$ cat config.mk
export PLATFORM = sky130hd
export DESIGN_NAME = data_mem_arbiter
export DESIGN_NICKNAME = d
export VERILOG_FILES = /design/src/rtl/data_mem_arbiter.sv
export SDC_FILE = /design/constraint.sdc
export NUM_CORES = 1
export LEC_CHECK = 0
export ABC_CLOCK_PERIOD_IN_PS = 2300
export CORE_UTILIZATION = 25
export CTS_BUF_LIST = sky130_fd_sc_hd__clkbuf_8
export DETAILED_ROUTE_END_ITERATION = 10
export HOLD_SLACK_MARGIN = 0.02
export SLEW_MARGIN = 20
export SYNTH_ARGS = -nofsm -noshare
export SYNTH_HDL_FRONTEND = slang
export SYNTH_SLANG_ARGS = --single-unit
$ cat constraint.sdc
create_clock -name clk -period 2.3 [get_ports clk]
set_input_delay 0.345 -clock clk [delete_from_list [all_inputs] [get_ports clk]]
set_output_delay 0.345 -clock clk [all_outputs]
set_load 0.005 [all_outputs]
$ cat src/rtl/data_mem_arbiter.sv
// data_mem_arbiter: two-port arbiter/sequencer in front of the single-ported
// data memory. Grants one of port A (CPU load/store) or port B (debug/DMA),
// issues a one-cycle command pulse, tracks the memory's clk_stall handshake,
// latches read data per port and aborts hung transactions with a watchdog.
module data_mem_arbiter #(
  parameter int unsigned TIMEOUT = 16
) (
  input  logic        clk,
  input  logic        rst_n,

  input  logic        a_req,
  input  logic [31:0] a_addr,
  input  logic [31:0] a_wdata,
  input  logic        a_memread,
  input  logic        a_memwrite,
  input  logic [3:0]  a_sign_mask,
  output logic        a_done,
  output logic        a_err,
  output logic [31:0] a_rdata,
  output logic        a_stall,

  input  logic        b_req,
  input  logic [31:0] b_addr,
  input  logic [31:0] b_wdata,
  input  logic        b_memread,
  input  logic        b_memwrite,
  input  logic [3:0]  b_sign_mask,
  output logic        b_done,
  output logic        b_err,
  output logic [31:0] b_rdata,

  output logic [31:0] mem_addr,
  output logic [31:0] mem_write_data,
  output logic [3:0]  mem_sign_mask,
  output logic        mem_memread,
  output logic        mem_memwrite,
  input  logic [31:0] mem_read_data,
  input  logic        mem_clk_stall
);

  typedef enum logic [1:0] {
    IDLE  = 2'd0,
    ISSUE = 2'd1,
    WAIT  = 2'd2,
    RESP  = 2'd3
  } state_t;

  typedef enum logic {
    PORT_A = 1'b0,
    PORT_B = 1'b1
  } port_t;

  localparam logic [7:0] WD_LAST = 8'(TIMEOUT - 1);

  state_t      state;
  state_t      state_nx;
  port_t       last;
  port_t       owner;
  logic [7:0]  wd_cnt;
  logic        seen;
  logic        op_read;
  logic        err_q;

  logic        pending;
  logic        grant_b;
  logic        g_read;
  logic        g_write;
  logic        wait_done;
  logic        wait_timeout;

  // Arbitration: a lone requester wins; on a tie the port not served last wins.
  always_comb begin
    pending      = a_req | b_req;
    grant_b      = b_req & (~a_req | (last == PORT_A));
    g_read       = grant_b ? b_memread  : a_memread;
    g_write      = grant_b ? b_memwrite : a_memwrite;
    wait_done    = seen & ~mem_clk_stall;
    wait_timeout = (wd_cnt == WD_LAST);
  end

  // State register.
  always_ff @(posedge clk or negedge rst_n) begin
    if (!rst_n) begin
      state <= IDLE;
    end else begin
      state <= state_nx;
    end
  end

  // Next-state logic.
  // A no-op request spends its ISSUE cycle with no command bit raised and then
  // goes straight to RESP, so its done lands two cycles after the request.
  always_comb begin
    state_nx = state;
    unique case (state)
      IDLE:  if (pending) state_nx = ISSUE;
      ISSUE: state_nx = (mem_memread | mem_memwrite) ? WAIT : RESP;
      WAIT:  if (wait_done || wait_timeout) state_nx = RESP;
      RESP:  state_nx = IDLE;
      default: state_nx = IDLE;
    endcase
  end

  // Transaction datapath: grant capture, command pulse, watchdog, read latch.
  always_ff @(posedge clk or negedge rst_n) begin
    if (!rst_n) begin
      last           <= PORT_B;
      owner          <= PORT_A;
      mem_addr       <= '0;
      mem_write_data <= '0;
      mem_sign_mask  <= '0;
      mem_memread    <= 1'b0;
      mem_memwrite   <= 1'b0;
      op_read        <= 1'b0;
      err_q          <= 1'b0;
      wd_cnt         <= '0;
      seen           <= 1'b0;
      a_rdata        <= '0;
      b_rdata        <= '0;
    end else begin
      unique case (state)
        IDLE: begin
          if (pending) begin
            owner          <= grant_b ? PORT_B : PORT_A;
            last           <= grant_b ? PORT_B : PORT_A;
            mem_addr       <= grant_b ? b_addr      : a_addr;
            mem_write_data <= grant_b ? b_wdata     : a_wdata;
            mem_sign_mask  <= grant_b ? b_sign_mask : a_sign_mask;
            mem_memwrite   <= g_write;
            mem_memread    <= g_read & ~g_write;
            op_read        <= g_read & ~g_write;
            err_q          <= 1'b0;
          end
        end
        ISSUE: begin
          mem_memread  <= 1'b0;
          mem_memwrite <= 1'b0;
          wd_cnt       <= '0;
          seen         <= 1'b0;
        end
        WAIT: begin
          if (mem_clk_stall) seen <= 1'b1;
          wd_cnt <= wd_cnt + 8'd1;
          if (wait_done) begin
            err_q <= 1'b0;
            if (op_read) begin
              if (owner == PORT_A) a_rdata <= mem_read_data;
              else                 b_rdata <= mem_read_data;
            end
          end else if (wait_timeout) begin
            err_q <= 1'b1;
            if (owner == PORT_A) a_rdata <= '0;
            else                 b_rdata <= '0;
          end
        end
        RESP: begin
        end
        default: begin
        end
      endcase
    end
  end

  // Completion outputs are decoded from the RESP state and the owner.
  always_comb begin
    a_done  = (state == RESP) && (owner == PORT_A);
    b_done  = (state == RESP) && (owner == PORT_B);
    a_err   = a_done & err_q;
    b_err   = b_done & err_q;
    a_stall = a_req & ~a_done;
  end

endmodule

==> flow_summary.toml, run 1 <==
[status]
outcome = "finished clean"

[run]
maxCapViolations = 0

[clocking]
cts-buffers-inserted = 17
clockRootBuffer = "clkbuf_8"
clk-insertion-delay-late_ns = 0.45
path_clk_slew_ns = 0.09
clockBufferDepth = 2
cts_tree = "built"
cts.sinks = 149
htree_levels = 4

[cells_and_area]
syn_to_final_growth_pct = 61.6
layoutNonFillerInstCount = 1206
n_antenna_cell = 0
drive_gt1_share_pct = 8.11
num-fill-cells = 2477
num-nets-final = 1046

[placement]
place_inst = 1171
dp_hpwl_um = 14900
gp_congestion = 0.766
port_buffers = 315

[synth]
synth-seq-cells = 149
syn_area_per_cell_um2 = 11.8
yosys_warnings = 0
synth_area_leaders = "dfrtp_1 (57%), mux2i_1 (11%), a22o_1 (8.6%), o21ai_0 (6.1%), nand2_1 (4.5%)"
synth.top_cell.area_share_pct = 57.5
netlist_instances = 546
synth_most_common_cell = "dfrtp_1"
synth_top_cell_by_area = "dfrtp_1"
syn_nets = 729
synth_common_cells = "dfrtp_1 (148), o21ai_0 (79), nand2_1 (77)"
syn_area_um2 = 6440
yosysSeqAreaShare_pct = 57.9
synth_edf_count = 0
synth-async-reset-ratio_pct = 100
synth.distinct_cells = 44
ys.flop_type = "dfrtp_1"

[die]
core_area_um2 = 25300
start_util_pct = 25.5
die_h_um = 163
dieArea_um2 = 26400
core.rowCount = 58
die_w_um = 163
ioPinCount = 316

[grt]
grtUsageTotal_pct = 15.6
gr-total-overflow = 0
antenna_found_initial = 0
grt_max_degree = 113
grt_pass1_vias = 5673
grt_pass1_wl_um = 31500

[timing]
min_period_ns = 2.15
relSlewSlack_pct = 64.3
fin_crit_sh_pct = 93.3
rsz0062_at_grt = "false"
fmax_mhz = 466
fin_setup_tns_ns = 0
tightest_slew_ns = 0.535
finalClockSkew_ns = 0.0224
finalHoldViolCount = 0
setup_viol = 0
slew_viol_final = 0

[setup_path]
crit_chain = "ha_2 > nor2b_4 > clkdlybuf4s50_1"
cp.required_ns = 1.96
critPathMaxStageDelay_ns = 0.57
crit_path_top_delay_cell = "clkdlybuf4s50_1"
crit_type = "reg -> out"
cp-start-kind = "register"
cp_max_fo = 3
arrival_ns = 1.80
crit_path_end_kind = "output port"

[routing]
drc = 0
firstDrtPassIters = 4
wl_per_cell_um = 16.7
finalWirelength_um = 20200
drtAntennaViolNets = 0
vias_per_cell = 4.47
drt_iter0_markers = 209
vias = 5389

[power]
finalPower_uw = 11300
ir_drop_mv = 0.431
p_per_area_nw_per_um2 = 1090
p_leak_uw = 0.00457

[min_path]
hp-class = "in -> async"
## where the power goes
group	internal [uW]	switching, uW	leakage, uW	total, uW
Combinational	3040	1880	0.00246	4920
Clock	840	1170	0.000180	2010
Sequential	3740	650	0.00194	4390
Total	7620	3700	0.00457	11300
## layer usage
layer,vias up,routed length [um],GRT usage (%)
li1,2593,-,-
met4,0,200,4.80
met1,2549,8440,18.8
met2,237,9630,26.2
met3,10,1910,5.30
met5,-,0,0
## final cells by class
cell class / count / area [um^2] / area share, %
Clock buffer: 19 / 262 / 2.51
Tap cell: 330 / 413 / 3.97
Clock inverter: 13 / 114 / 1.09
Sequential cell: 149 / 3730 / 35.8
Inverter: 7 / 26.3 / 0.252
Multi-Input combinational cell: 350 / 2450 / 23.5
Timing Repair Buffer: 338 / 3410 / 32.8
## through the flow
stage / hold slack (ns) / utilization [%] / cell area, um^2 / setup WS [ns]
after floorplan: 0.0494 / - / 6440 / 0.650
after global placement: 0.345 / 39.6 / 10000 / 0.160
after detailed placement: 0.350 / 39.6 / 10000 / 0.150
after CTS: 0.413 / 41.2 / 10400 / 0.0641
after global routing: 0.438 / 41.2 / 10400 / 0.0399
final: 0.424 / 41.2 / 10400 / 0.155
## state kept, by name, summed over array words and instances, names as in the netlist, 2 cells and up
signal	count
mem_sign_mask	4
mem_addr	32
mem_write_data	32
wd_cnt	8
a_rdata	32
state	2
b_rdata	32
## worst max-delay path: cells and delay by family, from the launching register on
kind | cells | cell delay [ns]
flip-flops | 1 | 0.38
AND/OR/NAND/NOR | 1 | 0.21
adder cells (fa/ha/maj) | 1 | 0.21
buffers and inverters | 1 | 0.57
## cells by family after synthesis
kind of cell	synth area share [%]
AOI/OAI and AO/OA	17.2
xor gates and xnor gates	0.272
adders and majority gates	1.17
buffers and inverters	4.55
DFF	57.9
muxes	11.1
and+or+nand+nor	7.83
## cells in the final DEF (no fill, tap or decap), types with 2 or more instances in the layout
cell type,instances
a31oi_1,3
a22o_1,63
inv_1,7
dlygate4sd2_1,2
nand3_1,3
clkbuf_8,19
ha_1,5
inv_6,5
nor3b_1,2
dfrtp_1,148
clkdlybuf4s50_1,312
nor3_1,3
mux2i_1,70
nor2b_4,2
o21ai_0,79
clkinv_4,2
o2bb2ai_1,2
nand2_1,77
nor2_1,5
nor2b_1,3
and3_1,3
buf_4,15
a22o_2,2
a21oi_1,4
clkinvlp_4,4
and2_1,2
inv_8,2
buf_12,7
a21o_1,2
## what timing repair did
action                                  4_1_cts  5_1_grt
hold buffers                                  1        0
setup buffers                                 2        0
gates resized for setup                       5        0
endpoints found under the setup margin        3        0
hold endpoints to repair                     46        0
## worst paths after layout
kind | slack [ns] | depth (start not counted) | end | from
worst max-delay path | 0.15 | 3 | a_done | state[1]
worst min-delay path | 0.42 | 2 | a_rdata[21] | rst_n
worst max register to register | 0.21 | 6 | state[1] | state[0]
worst min register to register | 0.48 | 2 | mem_write_data[6] | mem_write_data[6]
max in group asynchronous | 1.21 | 3 | last | rst_n
min in group clk | 0.48 | 2 | mem_write_data[6] | mem_write_data[6]
No activity file was read; power rests on OpenSTA's default activity.
==> inputs of run 2 (changes only) <==
Settings changed: CTS_CLUSTER_DIAMETER from default to 40.
==> results of run 2 <==
The final DEF is identical to that of run 1; final timing and power are the same.
==> inputs of run 3 (changes only) <==
Settings changed: ABC_CLOCK_PERIOD_IN_PS 2300 to default, SLEW_MARGIN 20 to 30.
==> results of run 3 <==
The final DEF is identical to that of run 1; final timing and power are the same.
==> RTL change 1 (flow settings as in run 1) <==
The 4 states of `state_t` get a one-hot encoding in 4 bits.
--- a/src/rtl/data_mem_arbiter.sv
+++ b/src/rtl/data_mem_arbiter.sv
@@ -38,11 +38,11 @@
   input  logic        mem_clk_stall
 );
 
-  typedef enum logic [1:0] {
-    IDLE  = 2'd0,
-    ISSUE = 2'd1,
-    WAIT  = 2'd2,
-    RESP  = 2'd3
+  typedef enum logic [3:0] {
+    IDLE  = 4'b0001,
+    ISSUE = 4'b0010,
+    WAIT  = 4'b0100,
+    RESP  = 4'b1000
   } state_t;
 
   typedef enum logic {
Check against the original RTL: no difference found for any inputs over 4 cycles, from zero or initial values and one cycle with rst_n low; so few cycles prove little.
==> RTL change 1 against run 1 <==
Total power is 13% lower; count of clock-buffer cells in the layout is 2 lower; cell area up 0.90%; sequential cell count up 2; worst hold slack worse by 5.6 ps; largest power group is now sequential cells; area after synthesis up 0.43%; setup slack got worse by 41 ps; wire length fell by 0.72%; critical path type unchanged.
==> RTL change 1: results (changes against run 1) <==
* Iteration-0 DRC count of the detailed router at 448 (was 209)
* Critical Path End: a_done (unchanged)
* Top cells by area, synth: dfrtp_1 (58%), mux2i_1 (11%), a32o_1 (9.9%) (was dfrtp_1 (57%), mux2i_1 (11%), a22o_1 (8.6%))
* Relative slew slack at 0.632 (was 0.643)
* Maximum VDD drop at 435 uV (was 431 uV)
* Pin count of the biggest net entering global routing at 99 (was 113)
* Internal reg-to-reg setup slack at 280 ps (was 210 ps)
* R2R cell count at 5 (was 6)
* Adder-cell share of the synthesized area at 0.00193 (was 0.0117)
* Netlist cell types at 40 (was 44)
* Placed Instances at 1157 (was 1171)
* Clock skew at 19.9 ps (was 22.4 ps)
* Sequential share of the synthesized area at 0.585 (was 0.579)
* Vias per cell at 4.60 (was 4.47)
* Met2 Use GR at 0.251 (was 0.262)
* Total Wirelength at 20000 um (was 20200 um)
* Pre-CTS setup slack at 153 ps (was 150 ps)
* Total GRT Usage at 0.154 (was 0.156)
* Routed WL per cell at 16.8 um (was 16.7 um)
* Crit path launch: state[2]$_DFFE_PN0P_ (was state[1]$_DFFE_PN0P_)
* WHS at 418 ps (was 424 ps)
* Compound-Gate Fraction of Synth Area at 0.182 (was 0.172)
* CP Data Arrival Time at 1840 ps (was 1800 ps)
* DP HPWL at 14600 um (was 14900 um)
* Status: finished, final reports clean (unchanged)
* GPL Wtd Cong at 0.740 (was 0.766)
* Grt met3 use at 0.0601 (was 0.0530)
* CP max stage delay at 410 ps (was 570 ps)
* Crit Reg-Reg Startpoint: state[1]$_DFFE_PN0P_ (was state[0]$_DFFE_PN0P_)
* Mean Syn Cell Area at 12.1 um^2 (was 11.8 um^2)
* Most frequent cells after synthesis: dfrtp_1 (149), nand2_1 (74), o21ai_0 (71) (was dfrtp_1 (148), o21ai_0 (79), nand2_1 (77))
* R2r endpoint: a_rdata[14]$_DFFE_PN0P_ (was state[1]$_DFFE_PN0P_)
* XOR/XNOR Fraction of Synth Area at 0 (was 0.00272)
* Net Count, Synth at 711 (was 729)
* Nets at 1027 (was 1046)
[RTL change 1: cell types whose count changed in the layout (fill, tap and decap cells not counted), sizes merged, moves of 5 or more]
cell	before	now
a22o	65	2
a32o	0	64
ha	6	1
o21ai	82	77
[RTL change 1: area by class of cell]
type                       count  area [um^2]  share of cell area
tap                          330          413              0.0393
clock buffer                  17          234              0.0223
multi-input combinational    336         2480               0.236
inverter                       2         7.51            0.000715
sequential                   151         3780               0.360
clock inverter                15          143              0.0136
timing repair buffer         341         3450               0.328
[RTL change 1: kinds of logic after synthesis]
kind of cell,after synthesis
buffers and inverters,46
multiplexers,71
AND/OR/NAND/NOR,105
AO/OA/AOI/OAI,159
adder cells (fa/ha/maj),1
flip-flops,151
[RTL change 1: repair_timing]
| action | in CTS | in global routing |
|---|---|---|
| hold buffers | 1 | 0 |
| hold endpoints to repair | 46 | 0 |
| pin swaps | 1 | 1 |
| buffers inserted | 2 | 0 |
| gates resized for setup | 9 | 1 |
| setup endpoints to repair | 5 | 1 |
[RTL change 1: stage by stage]
step / TNS, ps / cell area, um^2
floorplan: 0 / 6470
global placement: 0 / 10100
detailed placement: 0 / 10100
CTS: 0 / 10500
global route: -10.0 / 10500
finish: 0 / 10500
[RTL change 1: per-layer routing]
layer	part of all wire	vias up
met4	0.011	0
li1	-	2624
met1	0.41	2592
met3	0.10	10
met5	0	-
met2	0.48	258
[RTL change 1: critical path, delay by kind of cell, from the launching register on]
family	cells	cell delay (ps)
buffers and inverters	4	580
and+or+nand+nor	2	420
DFF	1	410
[RTL change 1: where the power goes]
part           internal, mW  switching (mW)  total [mW]  leakage, nW
clock network         0.886            1.15        2.04        0.193
registers              3.46           0.464        3.92         1.98
logic                  2.22            1.69        3.92         2.26
==> RTL change 2 (flow settings as in run 1) <==
Without the edit above. Set the parameter `TIMEOUT` to 12 (it was 16).
--- a/src/rtl/data_mem_arbiter.sv
+++ b/src/rtl/data_mem_arbiter.sv
@@ -3,7 +3,7 @@
 // issues a one-cycle command pulse, tracks the memory's clk_stall handshake,
 // latches read data per port and aborts hung transactions with a watchdog.
 module data_mem_arbiter #(
-  parameter int unsigned TIMEOUT = 16
+  parameter int unsigned TIMEOUT = 12
 ) (
   input  logic        clk,
   input  logic        rst_n,
Behaviour: no difference found for any inputs over 4 cycles, from zero or initial values and one cycle with rst_n low; that may be too few to reach the edited logic, so the function may still have changed.
==> RTL change 2 against run 1 <==
Sequential cell count stayed put; cell area rose by 0.52%; area after synthesis fell by 0.70%; highest routed layer unchanged; setup slack got worse by 7.1 ps; critical endpoint is now a_err; wire length is 5.3% lower; count of clock-buffer cells in the layout down 1; sequential power decreased by 4%; critical path depth increased by 1; total power fell by 4.7%.
==> RTL change 2: results (changes against run 1) <==
* Top cells by area, synth: dfrtp_1 (58%), mux2i_1 (11%), a22o_1 (9.0%) (was dfrtp_1 (57%), mux2i_1 (11%), a22o_1 (8.6%))
* Area after DPL at 10100 um^2 (was 10000 um^2)
* XOR/XNOR Fraction of Synth Area at 0 (was 0.00272)
* Clock skew at 15.1 ps (was 22.4 ps)
* WL met3 at 1720 um (was 1910 um)
* Multiplexer share of the synthesized area at 0.111 (about the same)
* Comb pwr at 4.61 mW (was 4.92 mW)
* Met2 WL post-DR at 8610 um (was 9630 um)
* Most frequent cells after synthesis: dfrtp_1 (148), nand2_1 (79), o21ai_0 (79) (was dfrtp_1 (148), o21ai_0 (79), nand2_1 (77))
* Number of global-route vias before repair at 5547 (was 5673)
* CP max stage delay at 440 ps (was 570 ps)
* Minimum clock period at 2150 ps (about the same)
* Post-CTS resize count at 1 (was 5)
* Sw Pwr at 3.47 mW (was 3.70 mW)
* Pwr Density at 1030 nW/um^2 (was 1090 nW/um^2)
* Clock share of power at 0.182 (was 0.177)
* Synthesized instance count at 549 (was 546)
* Status: finished, final reports clean (unchanged)
* Pre-CTS setup slack at 297 ps (was 150 ps)
* Crit path launch: state[0]$_DFFE_PN0P_ (was state[1]$_DFFE_PN0P_)
* Sequential share of the synthesized area at 0.583 (was 0.579)
* DP HPWL at 14300 um (was 14900 um)
* Internal reg-to-reg setup slack at 410 ps (was 210 ps)
* Relative slew slack at 0.729 (was 0.643)
* First-pass GRT wire length at 30500 um (was 31500 um)
* Nets at 1056 (was 1046)
* Crit Reg-Reg Startpoint: wd_cnt[5]$_DFFE_PN0P_ (was state[0]$_DFFE_PN0P_)
* Met2 Use GR at 0.233 (was 0.262)
## RTL change 2: cell count changes in the layout (fill, tap and decap cells not counted), sizes merged, moves of 2 or more
| cell | change |
|---|---|
| nor2 | +2 |
| a211oi | +2 |
| o21ai | -2 |
| nand3 | +3 |
| nor4 | +2 |
| o31ai | +3 |
| nor2b | -2 |
| o2bb2ai | -2 |
| buf | +4 |
| nand2 | +2 |
| nand3b | +2 |
## RTL change 2: area by class of cell
type                    count  area (um^2)
well taps                 330          413
clock inverters            14          128
clock buffers              18          248
repair buffers            342         3450
fillers                  2438        14600
inverters                   9         33.8
flip-flops and latches    149         3730
multi-input cells         354         2470
## RTL change 2: cells by family (layout without fill, tap and decap cells)
| kind of cell | Yosys count | after routing |
|---|---|---|
| compound gates | 164 | 164 |
| flops | 149 | 149 |
| simple gates | 113 | 113 |
| mux | 71 | 71 |
| buf+inv | 46 | 383 |
| fa+ha+maj | 6 | 6 |
